## src/rtl/muldiv_seq_ctrl_pkg.sv

```systemverilog
// Op codes, state encodings and decode helpers for the HI/LO sequencing controller.
// Latency: n/a (constants and pure functions only).
// Backpressure: n/a.
package muldiv_seq_ctrl_pkg;

    // HI/LO-class op codes; 7 (MFHI) and anything unknown behave as OP_NONE here
    localparam logic [2:0] OP_NONE  = 3'd0;
    localparam logic [2:0] OP_MULT  = 3'd1;
    localparam logic [2:0] OP_MULTU = 3'd2;
    localparam logic [2:0] OP_DIV   = 3'd3;
    localparam logic [2:0] OP_DIVU  = 3'd4;
    localparam logic [2:0] OP_MTHI  = 3'd5;
    localparam logic [2:0] OP_MTLO  = 3'd6;
    localparam logic [2:0] OP_MFHI  = 3'd7;

    // Sequencer state encodings
    localparam logic [1:0] ST_IDLE = 2'd0;
    localparam logic [1:0] ST_RUN  = 2'd1;
    localparam logic [1:0] ST_WB   = 2'd2;

    // Ops that occupy the iterative datapath and stall the PC
    function automatic logic is_long_op(input logic [2:0] op);
        return (op == OP_MULT) || (op == OP_MULTU) || (op == OP_DIV) || (op == OP_DIVU);
    endfunction

    function automatic logic is_div_op(input logic [2:0] op);
        return (op == OP_DIV) || (op == OP_DIVU);
    endfunction

    function automatic logic is_signed_op(input logic [2:0] op);
        return (op == OP_MULT) || (op == OP_DIV);
    endfunction

endpackage

```

## src/rtl/muldiv_iter_cnt.sv

```systemverilog
// Loadable down-counter tracking the remaining datapath iterations.
// Latency: load/clear/decrement take effect on the next clock; zero flag is combinational.
// Backpressure: none; decrement saturates at zero.
module muldiv_iter_cnt #(
    parameter int W = 6
) (
    input  logic         clk,
    input  logic         rst,
    input  logic         clr,
    input  logic         load,
    input  logic [W-1:0] load_val,
    input  logic         dec,
    output logic [W-1:0] cnt,
    output logic         zero
);

    // Clear wins over load, load wins over decrement
    always_ff @(posedge clk or posedge rst) begin
        if (rst) begin
            cnt <= '0;
        end else if (clr) begin
            cnt <= '0;
        end else if (load) begin
            cnt <= load_val;
        end else if (dec && (cnt != '0)) begin
            cnt <= cnt - 1'b1;
        end
    end

    // Last iteration indicator
    always_comb begin
        zero = (cnt == '0);
    end

endmodule

```

## src/rtl/muldiv_seq_ctrl.sv

```systemverilog
// Sequencer for the iterative mul/div datapath and HI/LO register enables; stalls the PC during long ops.
// Latency: long op holds the PC for N+1 cycles and writes HI/LO on the following cycle; MTHI/MTLO write same cycle.
// Backpressure: the core is stalled via pc_e=0; flush aborts any operation without a HI/LO write.
module muldiv_seq_ctrl
    import muldiv_seq_ctrl_pkg::*;
#(
    parameter int MUL_CYCLES = 32,
    parameter int DIV_CYCLES = 33,
    parameter int CNT_W      = 6
) (
    input  logic       clk,
    input  logic       rst,
    input  logic       op_valid,
    input  logic [2:0] op,
    input  logic       dz,
    input  logic       flush,
    output logic       pc_e,
    output logic       dp_start,
    output logic       dp_step,
    output logic       dp_signed,
    output logic       dp_div,
    output logic       hi_e,
    output logic       lo_e,
    output logic       hilo_src,
    output logic       busy
);

    localparam logic [CNT_W-1:0] MUL_LOAD = CNT_W'(MUL_CYCLES - 1);
    localparam logic [CNT_W-1:0] DIV_LOAD = CNT_W'(DIV_CYCLES - 1);

    logic [1:0]       state;
    logic [1:0]       state_nxt;
    logic             skip_q;
    logic [CNT_W-1:0] cnt;
    logic             cnt_zero;
    logic             start;
    logic             start_skip;
    logic             cnt_load;
    logic             cnt_dec;
    logic [CNT_W-1:0] cnt_load_val;
    logic             in_idle;
    logic             mthi;
    logic             mtlo;

    // Decode of the incoming instruction; a start is only taken from IDLE and never on a flush
    always_comb begin
        in_idle      = (state == ST_IDLE);
        start        = in_idle && op_valid && is_long_op(op) && !flush;
        start_skip   = start && is_div_op(op) && dz;
        cnt_load     = start && !start_skip;
        cnt_load_val = is_div_op(op) ? DIV_LOAD : MUL_LOAD;
        cnt_dec      = (state == ST_RUN) && !flush && !cnt_zero;
        mthi         = in_idle && op_valid && (op == OP_MTHI);
        mtlo         = in_idle && op_valid && (op == OP_MTLO);
    end

    muldiv_iter_cnt #(
        .W(CNT_W)
    ) u_iter_cnt (
        .clk      (clk),
        .rst      (rst),
        .clr      (flush),
        .load     (cnt_load),
        .load_val (cnt_load_val),
        .dec      (cnt_dec),
        .cnt      (cnt),
        .zero     (cnt_zero)
    );

    // Next-state logic; flush always returns to IDLE, divide-by-zero bypasses RUN
    always_comb begin
        state_nxt = ST_IDLE;
        if (!flush) begin
            case (state)
                ST_IDLE: begin
                    if (start_skip) begin
                        state_nxt = ST_WB;
                    end else if (start) begin
                        state_nxt = ST_RUN;
                    end else begin
                        state_nxt = ST_IDLE;
                    end
                end
                ST_RUN:  state_nxt = cnt_zero ? ST_WB : ST_RUN;
                default: state_nxt = ST_IDLE;
            endcase
        end
    end

    // State, skip marker and latched operation flavour
    always_ff @(posedge clk or posedge rst) begin
        if (rst) begin
            state     <= ST_IDLE;
            skip_q    <= 1'b0;
            dp_signed <= 1'b0;
            dp_div    <= 1'b0;
        end else begin
            state <= state_nxt;
            if (flush || (state == ST_WB)) begin
                skip_q <= 1'b0;
            end else if (start) begin
                skip_q <= start_skip;
            end
            if (start) begin
                dp_signed <= is_signed_op(op);
                dp_div    <= is_div_op(op);
            end
        end
    end

    // Output decode; Mealy in IDLE so MTHI/MTLO and long-op starts act in the issuing cycle
    always_comb begin
        busy     = !in_idle;
        dp_start = start;
        dp_step  = (state == ST_RUN) && !flush;
        hilo_src = mthi || mtlo;
        hi_e     = !flush && (mthi || ((state == ST_WB) && !skip_q));
        lo_e     = !flush && (mtlo || ((state == ST_WB) && !skip_q));
        if (flush) begin
            pc_e = 1'b1;
        end else begin
            case (state)
                ST_IDLE: pc_e = !start;
                ST_RUN:  pc_e = 1'b0;
                default: pc_e = 1'b1;
            endcase
        end
    end

endmodule

```

## config.mk

```make
export PLATFORM = sky130hd
export DESIGN_NAME = muldiv_seq_ctrl
export DESIGN_NICKNAME = d
export VERILOG_FILES = /design/src/rtl/muldiv_seq_ctrl_pkg.sv /design/src/rtl/muldiv_iter_cnt.sv /design/src/rtl/muldiv_seq_ctrl.sv
export SDC_FILE = /design/constraint.sdc
export NUM_CORES = 1
export LEC_CHECK = 0
export ABC_AREA = 1
export CORE_AREA = 4 4 46 56
export CTS_CLUSTER_SIZE = 16
export DETAILED_ROUTE_END_ITERATION = 7
export DIE_AREA = 0 0 50 60
export PLACE_DENSITY = 0.6
export SYNTH_ARGS = -nofsm -noshare
export SYNTH_HDL_FRONTEND = slang
export SYNTH_SLANG_ARGS = --single-unit
```

## constraint.sdc

```tcl
create_clock -name clk -period 1.49 [get_ports clk]
set_input_delay 0.2235 -clock clk [delete_from_list [all_inputs] [get_ports clk]]
set_output_delay 0.2235 -clock clk [all_outputs]
set_load 0.03 [all_outputs]
```

[Yosys cells after proc, flatten, opt, wreduce, memory -nomap -nowiden]
Index checks and enable logic that the tools add are counted.
Widths: inputs -> output; s select.
Word-level totals
  register bits after elaboration: 11
  input port bits: 8
  output and inout bits: 9
  word-level logic and storage cells: 61
Operators by class
  $add $sub $neg: 1
  equal/unequal tests: 8
  mux-type cells: 13
  reduce and logical (&&, ||, !) cells: 34
Operators by type and width (count)
  $mux 6: 4
  $logic_and 1x1->1: 14
  $eq 3x3->1 const B: 3
  $logic_or 1x1->1: 9
  $eq 3x2->1 const B: 2
  $logic_not 1->1: 6
  $logic_not 6->1: 1
  $mux 2: 3
  $reduce_bool 6->1: 1
  $sub 6x1->6 const B: 1
  $mux 1: 4
  $pmux 2 s2: 1
  $eq 3x1->1 const B: 1
  $reduce_bool 3->1: 1
  $eq 2x1->1 const B: 1
  $eq 2x2->1 const B: 1
  $logic_not 2->1: 1
  $pmux 1 s2: 1
  $reduce_bool 2->1: 1

[Logic depth before layout (Yosys ltp)]
Gate-level depths: netlist (run 1).
  word-level depth: 12
  mapped depth: 10
  mapped depth without buffers: 9

[Hierarchy]
A second synthesis (run 1) with hierarchy kept.
Second synthesis, totals
  cell total of the unflattened synthesis: 122
  area total of the unflattened synthesis: 843.3 µm²
Modules (own cells, without submodules)
  muldiv_iter_cnt: times used 1, cells each 67, area an instance 476.7 µm²
  muldiv_seq_ctrl: times used 1, cells each 55, area an instance 366.6 µm²

[Worst setup path before layout (run 1)]
OpenSTA, ideal clock, no wires.
  kind: register to output
  from: register state[1]
  to: output port pc_e
  data arrival time: 1556 ps
  required time: 1266 ps
  setup slack: -289 ps
  stages on the path, launching flop included: 3
  cell sequence: dfrtp_1 -> nor3_1 -> nor2_1
Between the ends
  word-level cells in the longest chain between the ends: 7
Ends and longest elaborated chain
  start, declared: RTL line muldiv_seq_ctrl.sv:31  | logic [1:0] state;
  start signal, assigned: RTL line muldiv_seq_ctrl.sv:98  | state <= state_nxt;
  $logic_not 2->1: RTL line muldiv_seq_ctrl.sv:47, muldiv_seq_ctrl.sv:122
  $logic_and 1x1->1 (3 in a row): RTL line muldiv_seq_ctrl.sv:48  | start = in_idle && op_valid && is_long_op(op) && !flush;
  $logic_not 1->1: RTL line muldiv_seq_ctrl.sv:123  | ST_IDLE: pc_e = !start;
  $pmux 1 s2 (*): RTL line muldiv_seq_ctrl.sv:122  | case (state)
  $mux 1 (*): RTL line muldiv_seq_ctrl.sv:119  | if (flush) begin
  end, declared: RTL line muldiv_seq_ctrl.sv:17  | output logic pc_e,
Mark *: on every way between the ends. The rest lies on a longest branch, timed or not.

[Worst setup path after layout (run 1)]
  from: register state[0]
  to: output port lo_e
Between the ends
  word-level cells in the longest chain between the ends: 5
Ends and longest elaborated chain
  $logic_not 2->1: RTL line muldiv_seq_ctrl.sv:47  | in_idle = (state == ST_IDLE);
  $logic_and 1x1->1 (2 in a row): RTL line muldiv_seq_ctrl.sv:54  | mtlo = in_idle && op_valid && (op == OP_MTLO);
  $logic_or 1x1->1 (*): RTL line muldiv_seq_ctrl.sv:118  | lo_e = !flush && (mtlo || ((state == ST_WB) && !skip_q));
  $logic_and 1x1->1 (*): RTL line muldiv_seq_ctrl.sv:118
  end, declared: RTL line muldiv_seq_ctrl.sv:23  | output logic lo_e,
Marked as above.

==> results.sh, run 1 <==
export IMPL_clkLatencyLatePin_ns=0.27
export IMPL_fmax_ghz=0.621
export IMPL_core_area_sq_um=2050
export IMPL_r2r_start="state[0]"
export IMPL_clockBufferDepth=2
export IMPL_fp_dieW_um=50
export IMPL_synth_top_area_share_pct=34.7
export IMPL_critPathArrivalTime_ns=1.39
export IMPL_dieArea_sq_um=3000
export IMPL_drv_cap=0
export IMPL_worst_slack_ns=-0.121
export IMPL_yosys_area_top_type="dfrtp_1"
export IMPL_diodes=0
export IMPL_synth_edf_count=0
export IMPL_worstSetupStartpointType="register"
export IMPL_worstSetupEndpointType="output pin"
export IMPL_syn_inst=106
export IMPL_finalInstanceArea_sq_um=1250
export IMPL_drc_errors=0
export IMPL_synth_most_common_cell="nand2_1"
export IMPL_synth_seq_area_share_pct=34.7
export IMPL_hp_class="in2async"
export IMPL_ys_async_sr_fraction_pct=100
export IMPL_ys_flop_type="dfrtp_1"
export IMPL_dpl_cell_area_sq_um=1060
export IMPL_p_leak_uw=0.000627
export IMPL_drt_wl_total_um=1990
export IMPL_worstPathRequired_ns=1.27
export IMPL_post_route_util_pct=60.9
export IMPL_dp_slack_ns=-0.300
export IMPL_synthTopCellsByArea="dfrtp_1 35%, nand2_1 12%, inv_1 7.6%, a21oi_1 6.3%, nand3_1 4.4%"
export IMPL_tightest_slew_ns=0.419
export IMPL_relSlewSlack_pct=72.0
export IMPL_grt_max_degree=14
export IMPL_gp_congestion=0.804
export IMPL_reg2reg_depth=10
export IMPL_cp_slowest_cell="dfrtp_1"
export IMPL_period_minus_slack_ns=1.61
export IMPL_via_count=818
export IMPL_dpl_hpwl_um=1410
export IMPL_syn_num_nets=116
export IMPL_synthTopCellsByCount="26 x nand2_1, 16 x inv_1, 11 x dfrtp_1"
export IMPL_portBuffers=16
export IMPL_cts_tree="done"
export IMPL_via_per_inst=4.67
export IMPL_die_height_um=60
export IMPL_cts_root_buffer_cell="clkbuf_4"
export IMPL_rsz0062_at_grt="true"
export IMPL_drtPass1Iterations=4
export IMPL_final_hold_viol_count=0
export IMPL_route_detailed_wl_per_inst_um=11.4
export IMPL_path_cells="nor2_4, nand2_1, inv_2, nand4_1, a21oi_2, buf_6"
export IMPL_multi_input_area_sq_um=504
export IMPL_clkSinkCount=11
export IMPL_netlist_area_sq_um=793
export IMPL_drive_above_1_share_pct=36.6
export IMPL_synth_warning_count=0
export IMPL_power_density_nw_per_um2=787
export IMPL_power_uw=981
export IMPL_postRouteAntennaNets=0
export IMPL_grt_overflow=0
export IMPL_grt_pass1_wl_um=3130
export IMPL_rows=18
export IMPL_hold_buffers=0
export IMPL_grt_use_total_pct=13.6
export IMPL_grt_pass1_vias=783
export IMPL_syn_avg_cell_area_sq_um=7.48
export IMPL_drtIter0Drc=14
export IMPL_start_util_pct=38.7
export IMPL_areaGrowthSynthToFinish_pct=57.3
export IMPL_ios=17
export IMPL_path_clk_slew_ns=0.07
export IMPL_regToRegSetupSlack_ns=0.02
export IMPL_finalClockSkew_ns=0.00187
export IMPL_post_route_period_util_pct=108
export IMPL_status="finished, violations left"
export IMPL_synth_seq_cells=11
export IMPL_layout_nets=156
export IMPL_max_stage_delay_ns=0.41
export IMPL_worstReg2RegEnd="u_iter_cnt.cnt[5]"
export IMPL_yosys_cell_types_count=25
export IMPL_crit_path_max_fanout=3
export IMPL_cts_max_level=1
export IMPL_antenna_found_initial=0
export IMPL_worstSetupPathType="reg2out"
export IMPL_peakVddDrop_uv=556
export IMPL_numCtsBuffers=3
export IMPL_violations="negative setup slack"
export IMPL_finalSetupViolCount=5
export IMPL_register_area_sq_um=277
export IMPL_fill_cells=190
export IMPL_drv_slew=0
## worst max-delay path: cells and delay by family, from the launching register on
family / cells / cell delay (ns)
AO/OA/AOI/OAI: 1 / 0.16
buffers and inverters: 2 / 0.20
flip-flops: 1 / 0.41
AND/OR/NAND/NOR: 3 / 0.35
## registers in the layout (all words and copies together), names as in the netlist
| signal | flops |
|---|---|
| state | 2 |
| skip_q | 1 |
| u_iter_cnt.cnt | 6 |
| dp_signed | 1 |
| dp_div | 1 |
## routing by layer
metal / global-route usage (%) / up-vias / wire length (um)
li1: - / 419 / -
met1: 14.5 / 376 / 823
met2: 24.8 / 18 / 1030
met3: 2.99 / 5 / 99
met4: 7.11 / 0 / 43
met5: 0 / - / 0
## power by group
group	internal, uW	switching [uW]	total [uW]
logic	186	235	421
registers	329	24.5	354
clock network	104	103	207
## through the flow
step / instances / hold slack (ns) / setup TNS (ns)
finish: 175 / 0.235 / -0.326
global route: 175 / 0.291 / -1.12
CTS: 168 / 0.255 / -0.445
detailed placement: 163 / 0.510 / -3.16
global placement: 163 / 0.488 / -2.77
floorplan: 106 / 0.0759 / 0
## kinds of logic after synthesis
logic type | synth area share [%]
flip-flops | 34.7
XOR/XNOR | 3.31
adder cells (fa/ha/maj) | 3.15
AND/OR/NAND/NOR | 33.8
AO/OA/AOI/OAI | 15.1
buffers and inverters | 9.94
## worst max path at each step
stage,from,cells after the start,to
after floorplan,state[1],8,u_iter_cnt.cnt[0]
after global placement,op[2],9,u_iter_cnt.cnt[5]
after detailed placement,op[2],9,u_iter_cnt.cnt[0]
after CTS,state[0],6,lo_e
after global routing,state[0],6,lo_e
final,state[0],6,lo_e
## placed cells by master (no fill, tap or decap), drive strengths merged, types with 2 or more instances in the layout
master | synthesis | final
xor2 | 2 | 2
o21ai | 5 | 5
buf | 2 | 27
nand2 | 27 | 27
nand4 | 3 | 3
nand3 | 9 | 9
ha | 2 | 2
inv | 16 | 16
nor3 | 4 | 4
nor2 | 10 | 10
dfrtp | 11 | 11
clkdlybuf4s50 | 0 | 4
a21oi | 11 | 11
clkbuf | 0 | 4
dlygate4sd2 | 0 | 5
## what timing repair did
item	4_1_cts	5_1_grt
resized for setup	13	20
endpoints found under the setup margin	14	13
pin swaps	4	7
cloned	0	0
setup buffers	1	7
## area by class of cell
class                   count  area share [%]
inverters                  16            4.81
multi-input cells          77            40.4
flip-flops and latches     11            22.2
well taps                  30            3.01
repair buffers             37            27.5
clock buffers               4            2.11
Note: power is estimated with default switching activity, not from simulation.
==> inputs of run 2 (changes only) <==
--- a/config.mk
+++ b/config.mk
@@ -11,6 +11,8 @@
 export DETAILED_ROUTE_END_ITERATION = 7
 export DIE_AREA = 0 0 50 60
 export PLACE_DENSITY = 0.6
+export SLEW_MARGIN = 20
 export SYNTH_ARGS = -nofsm -noshare
 export SYNTH_HDL_FRONTEND = slang
 export SYNTH_SLANG_ARGS = --single-unit
+export TNS_END_PERCENT = 30
==> results.sh, run 2 (synthesized netlist as in run 1, its figures left out) <==
export IMPL_drive_above_1_share_pct=31.0
export IMPL_grt_use_total_pct=14.3
export IMPL_critPathArrivalTime_ns=1.40
export IMPL_hold_buffers=0
export IMPL_wl_met1_um=805
export IMPL_crit_path_max_fanout=3
export IMPL_via_count=842
export IMPL_final_cell_mix="26 x nand2_1, 21 x buf_4, 15 x inv_1"
export IMPL_die_height_um=60
export IMPL_finalClockSkew_ns=0.00486
export IMPL_relSlewSlack_pct=70.6
export IMPL_grt_overflow=0
export IMPL_cp_depth=6
export IMPL_final_hold_viol_count=0
export IMPL_dpl_hpwl_um=1480
export IMPL_register_area_sq_um=275
export IMPL_postRouteAntennaNets=0
export IMPL_worst_slack_ns=-0.131
export IMPL_cts_max_level=1
export IMPL_peakVddDrop_uv=634
export IMPL_p_leak_uw=0.000607
export IMPL_gp_congestion=0.831
export IMPL_finalSetupViolCount=5
export IMPL_route_detailed_wl_per_inst_um=11.6
export IMPL_reg2reg_depth=8
export IMPL_worstReg2RegEnd="skip_q"
export IMPL_clockBufferDepth=2
export IMPL_layout_nets=156
export IMPL_drt_wl_total_um=2030
export IMPL_regToRegSetupSlack_ns=0.03
export IMPL_fill_cells=205
export IMPL_r2r_start="state[0]"
export IMPL_drtIter0Drc=11
export IMPL_via_per_inst=4.81
export IMPL_drc_errors=0
export IMPL_path_clk_slew_ns=0.07
export IMPL_max_stage_delay_ns=0.41
export IMPL_dieArea_sq_um=3000
export IMPL_portBuffers=16
export IMPL_drtPass1Iterations=4
export IMPL_power_density_nw_per_um2=800
export IMPL_largest_reg_flops=6
export IMPL_core_area_sq_um=2050
export IMPL_numCtsBuffers=3
export IMPL_grt_max_degree=15
export IMPL_clkSinkCount=11
export IMPL_path_cells="nor2_4, nand2_1, inv_2, nand4_1, a21oi_2, buf_6"
export IMPL_top_layer_used="met4"
export IMPL_hp_class="in2async"
export IMPL_finalInstanceArea_sq_um=1170
export IMPL_diodes=0
export IMPL_fp_dieW_um=50
export IMPL_multi_input_area_sq_um=473
export IMPL_clkLatencyLatePin_ns=0.27
export IMPL_largestRegisters="u_iter_cnt.cnt x6, state x2"
export IMPL_dr_wl_met2_um=1100
export IMPL_drv_cap=0
export IMPL_grt_pass1_wl_um=3260
export IMPL_drv_slew=0
export IMPL_final_common_cell="nand2_1"
export IMPL_period_minus_slack_ns=1.62
export IMPL_start_util_pct=38.7
export IMPL_cts_root_buffer_cell="clkbuf_4"
export IMPL_ios=17
export IMPL_worstSetupPathType="reg2out"
export IMPL_worstPathRequired_ns=1.27
export IMPL_areaGrowthSynthToFinish_pct=48.1
export IMPL_worst_hold_slack_ns=0.247
export IMPL_status="finished, violations left"
export IMPL_cp_top_family="flip-flops"
export IMPL_wl_met3_um=98
export IMPL_crit_buf_inv=2
export IMPL_fmax_ghz=0.617
export IMPL_antenna_found_initial=0
export IMPL_worstSetupStartpointType="register"
export IMPL_violations="negative setup slack"
export IMPL_dp_slack_ns=-0.293
export IMPL_post_route_util_pct=57.3
export IMPL_cp_slowest_cell="dfrtp_1"
export IMPL_post_route_period_util_pct=109
export IMPL_grt_pass1_vias=783
export IMPL_power_uw=940
export IMPL_largest_register="u_iter_cnt.cnt"
export IMPL_cts_tree="done"
export IMPL_tightest_slew_ns=0.441
export IMPL_dpl_cell_area_sq_um=1050
export IMPL_worstSetupEndpointType="output pin"
export IMPL_rows=18
export IMPL_rsz0062_at_grt="true"
-- run 2: how the worst max path moves through the flow --
stage,from,end,slack [ns]
global route,state[0],lo_e,-0.24
detailed placement,op[1],u_iter_cnt.cnt[3],-0.29
CTS,state[0],lo_e,-0.14
global placement,op[1],u_iter_cnt.cnt[5],-0.24
floorplan,state[1],u_iter_cnt.cnt[0],-0.04
finish,state[0],lo_e,-0.13
-- run 2: metal layers --
metal  up-vias  global-route usage, %
met1       392                   14.8
met4         0                   7.11
met3         5                   2.49
met2        22                   27.4
li1        423                      -
met5         -                      0
-- run 2: area by class of cell --
cell class / count / area share [%]
sequential: 11 / 23.4
inverter: 16 / 5.11
timing repair buffer: 36 / 25.8
clock buffer: 4 / 2.24
tap: 30 / 3.19
multi-input combinational: 78 / 40.3
-- run 2: repair_timing --
| item | 4_1_cts | 5_1_grt |
|---|---|---|
| pin swaps | 3 | 5 |
| gates resized for setup | 12 | 7 |
| setup endpoints to repair | 14 | 14 |
| buffers inserted | 1 | 7 |
| gates cloned | 0 | 1 |
-- run 2: power breakdown --
| group | internal (uW) | leakage (uW) | total [uW] | switching, uW |
|---|---|---|---|---|
| sequential | 329 | 0.000148 | 352 | 22.5 |
| clock | 104 | 0.0000150 | 205 | 101 |
| combinational | 164 | 0.000444 | 383 | 220 |
| total | 597 | 0.000607 | 940 | 344 |
-- run 2: per-stage QoR --
step / cells / setup TNS [ns]
after detailed placement: 162 / -3.09
final: 175 / -0.366
after CTS: 167 / -0.406
after global routing: 175 / -1.25
after floorplan: 106 / -0.136
after global placement: 162 / -2.56
==> inputs of run 3 (changes only) <==
--- a/config.mk
+++ b/config.mk
@@ -6,10 +6,10 @@
 export NUM_CORES = 1
 export LEC_CHECK = 0
 export ABC_AREA = 1
-export CORE_AREA = 4 4 46 56
+export CORE_AREA = 4 4 48 54
 export CTS_CLUSTER_SIZE = 16
 export DETAILED_ROUTE_END_ITERATION = 7
-export DIE_AREA = 0 0 50 60
+export DIE_AREA = 0 0 52 58
 export PLACE_DENSITY = 0.6
 export SLEW_MARGIN = 20
 export SYNTH_ARGS = -nofsm -noshare
==> results.sh, run 3 (synthesized netlist as in run 1, its figures left out) <==
export IMPL_status="finished, violations left"
export IMPL_violations="negative setup slack"
export IMPL_drv_cap=0
export IMPL_start_util_pct=39.3
export IMPL_grt_max_degree=13
export IMPL_worstSetupStartpointType="register"
export IMPL_p_leak_uw=0.000599
export IMPL_worstPathRequired_ns=1.27
export IMPL_final_hold_viol_count=0
export IMPL_via_per_inst=4.76
export IMPL_period_minus_slack_ns=1.62
export IMPL_post_route_period_util_pct=109
export IMPL_dpl_hpwl_um=1410
export IMPL_p_sw_share_pct=37.6
export IMPL_diodes=0
export IMPL_finalInstanceArea_sq_um=1170
export IMPL_route_detailed_wl_per_inst_um=11.2
export IMPL_dieArea_sq_um=3020
export IMPL_areaGrowthSynthToFinish_pct=47.3
export IMPL_drive_above_1_share_pct=30.8
export IMPL_grt_overflow=0
export IMPL_relSlewSlack_pct=71.4
export IMPL_cts_root_buffer_cell="clkbuf_4"
export IMPL_worstSetupPathType="reg2out"
export IMPL_worst_hold_slack_ns=0.229
export IMPL_p_sw_uw=356
export IMPL_path_clk_slew_ns=0.08
export IMPL_cts_tree="done"
export IMPL_gp_congestion=0.784
export IMPL_portBuffers=16
export IMPL_core_area_sq_um=2020
export IMPL_power_density_nw_per_um2=810
export IMPL_drtPass1Iterations=4
export IMPL_drc_errors=0
export IMPL_postRouteAntennaNets=0
export IMPL_fmax_ghz=0.616
export IMPL_power_frac_seq_pct=37.2
export IMPL_ios=17
export IMPL_dpl_cell_area_sq_um=1060
export IMPL_max_stage_delay_ns=0.42
export IMPL_worstSetupEndpointType="output pin"
export IMPL_dp_slack_ns=-0.275
export IMPL_clkLatencyLatePin_ns=0.28
export IMPL_pwr_share_comb_pct=39.4
export IMPL_final_common_cell="nand2_1"
export IMPL_drt_wl_total_um=1920
export IMPL_grt_use_total_pct=14.3
export IMPL_hold_buffers=0
export IMPL_finalSetupViolCount=12
export IMPL_path_cells="nor2_4, buf_4, nand3_4, nor2_4, buf_4, buf_6"
export IMPL_cts_max_level=1
export IMPL_peakVddDrop_uv=521
export IMPL_rows=17
export IMPL_rsz0062_at_grt="true"
export IMPL_layout_nets=154
export IMPL_p_int_uw=591
export IMPL_hp_class="in2async"
export IMPL_setup_tns_ns=-0.960
export IMPL_critPathArrivalTime_ns=1.40
export IMPL_final_cell_mix="25 x nand2_1, 18 x buf_4, 15 x inv_1"
export IMPL_power_uw=947
export IMPL_clockBufferDepth=2
export IMPL_fp_dieW_um=52
export IMPL_clock_power_share_pct=23.5
export IMPL_largestRegisters="u_iter_cnt.cnt x6, state x2"
export IMPL_crit_buf_inv=3
export IMPL_tightest_slew_ns=0.429
export IMPL_grt_pass1_vias=737
export IMPL_cp_slowest_cell="dfrtp_1"
export IMPL_cp_top_family="flip-flops"
export IMPL_worst_slack_ns=-0.134
export IMPL_largest_reg_flops=6
export IMPL_largest_register="u_iter_cnt.cnt"
export IMPL_grt_pass1_wl_um=3220
export IMPL_antenna_found_initial=0
export IMPL_drtIter0Drc=13
export IMPL_drv_slew=0
export IMPL_numCtsBuffers=3
export IMPL_die_height_um=58
export IMPL_via_count=814
export IMPL_clkSinkCount=11
export IMPL_finalClockSkew_ns=0.00136
export IMPL_crit_path_max_fanout=3
## run 3: power by group through the flow
stage	clock network, uW	logic (uW)	registers (uW)
after detailed placement	0	358	357
final	222	373	352
after global placement	0	355	357
after floorplan	0	211	378
after CTS	230	360	351
after global routing	252	418	357
## run 3: metal layers
layer / up-vias / wire length [um] / track usage (%)
met3: 4 / 57 / 2.31
met4: 0 / 33 / 6.74
met2: 16 / 937 / 22.1
met5: - / 0 / 0
met1: 370 / 890 / 19.3
li1: 424 / - / -
## run 3: area by class of cell
class / count / area [sq um]
multi-input cells: 78 / 480
fillers: 197 / 852
clock buffers: 4 / 26.3
flip-flops and latches: 11 / 275
inverters: 16 / 60.1
repair buffers: 34 / 292
well taps: 28 / 35.0
## run 3: through the flow
stage | std cells | util (%)
6_report | 171 | 57.8
4_1_cts | 168 | 55.2
2_1_floorplan | 106 | -
5_1_grt | 171 | 57.8
3_3_place_gp | 161 | 52.3
3_5_place_dp | 161 | 52.3
## run 3: path summary, 6_finish.rpt
kind                           start           endpoint  slack (ns)  cells past startpoint
hold / removal                   rst             dp_div        0.23                      2
setup reg to reg            state[1]  u_iter_cnt.cnt[4]       -0.07                      9
max in group asynchronous        rst  u_iter_cnt.cnt[5]        0.97                      2
hold reg to reg            dp_signed          dp_signed        0.49                      2
min in group clk           dp_signed          dp_signed        0.49                      2
setup / recovery            state[1]           dp_start       -0.13                      6
## run 3: repair_timing
| item | in CTS | in global routing |
|---|---|---|
| pin swaps | 3 | 5 |
| gates resized for setup | 10 | 13 |
| endpoints found under the setup margin | 9 | 16 |
| buffers inserted | 3 | 2 |
| cloned | 0 | 1 |
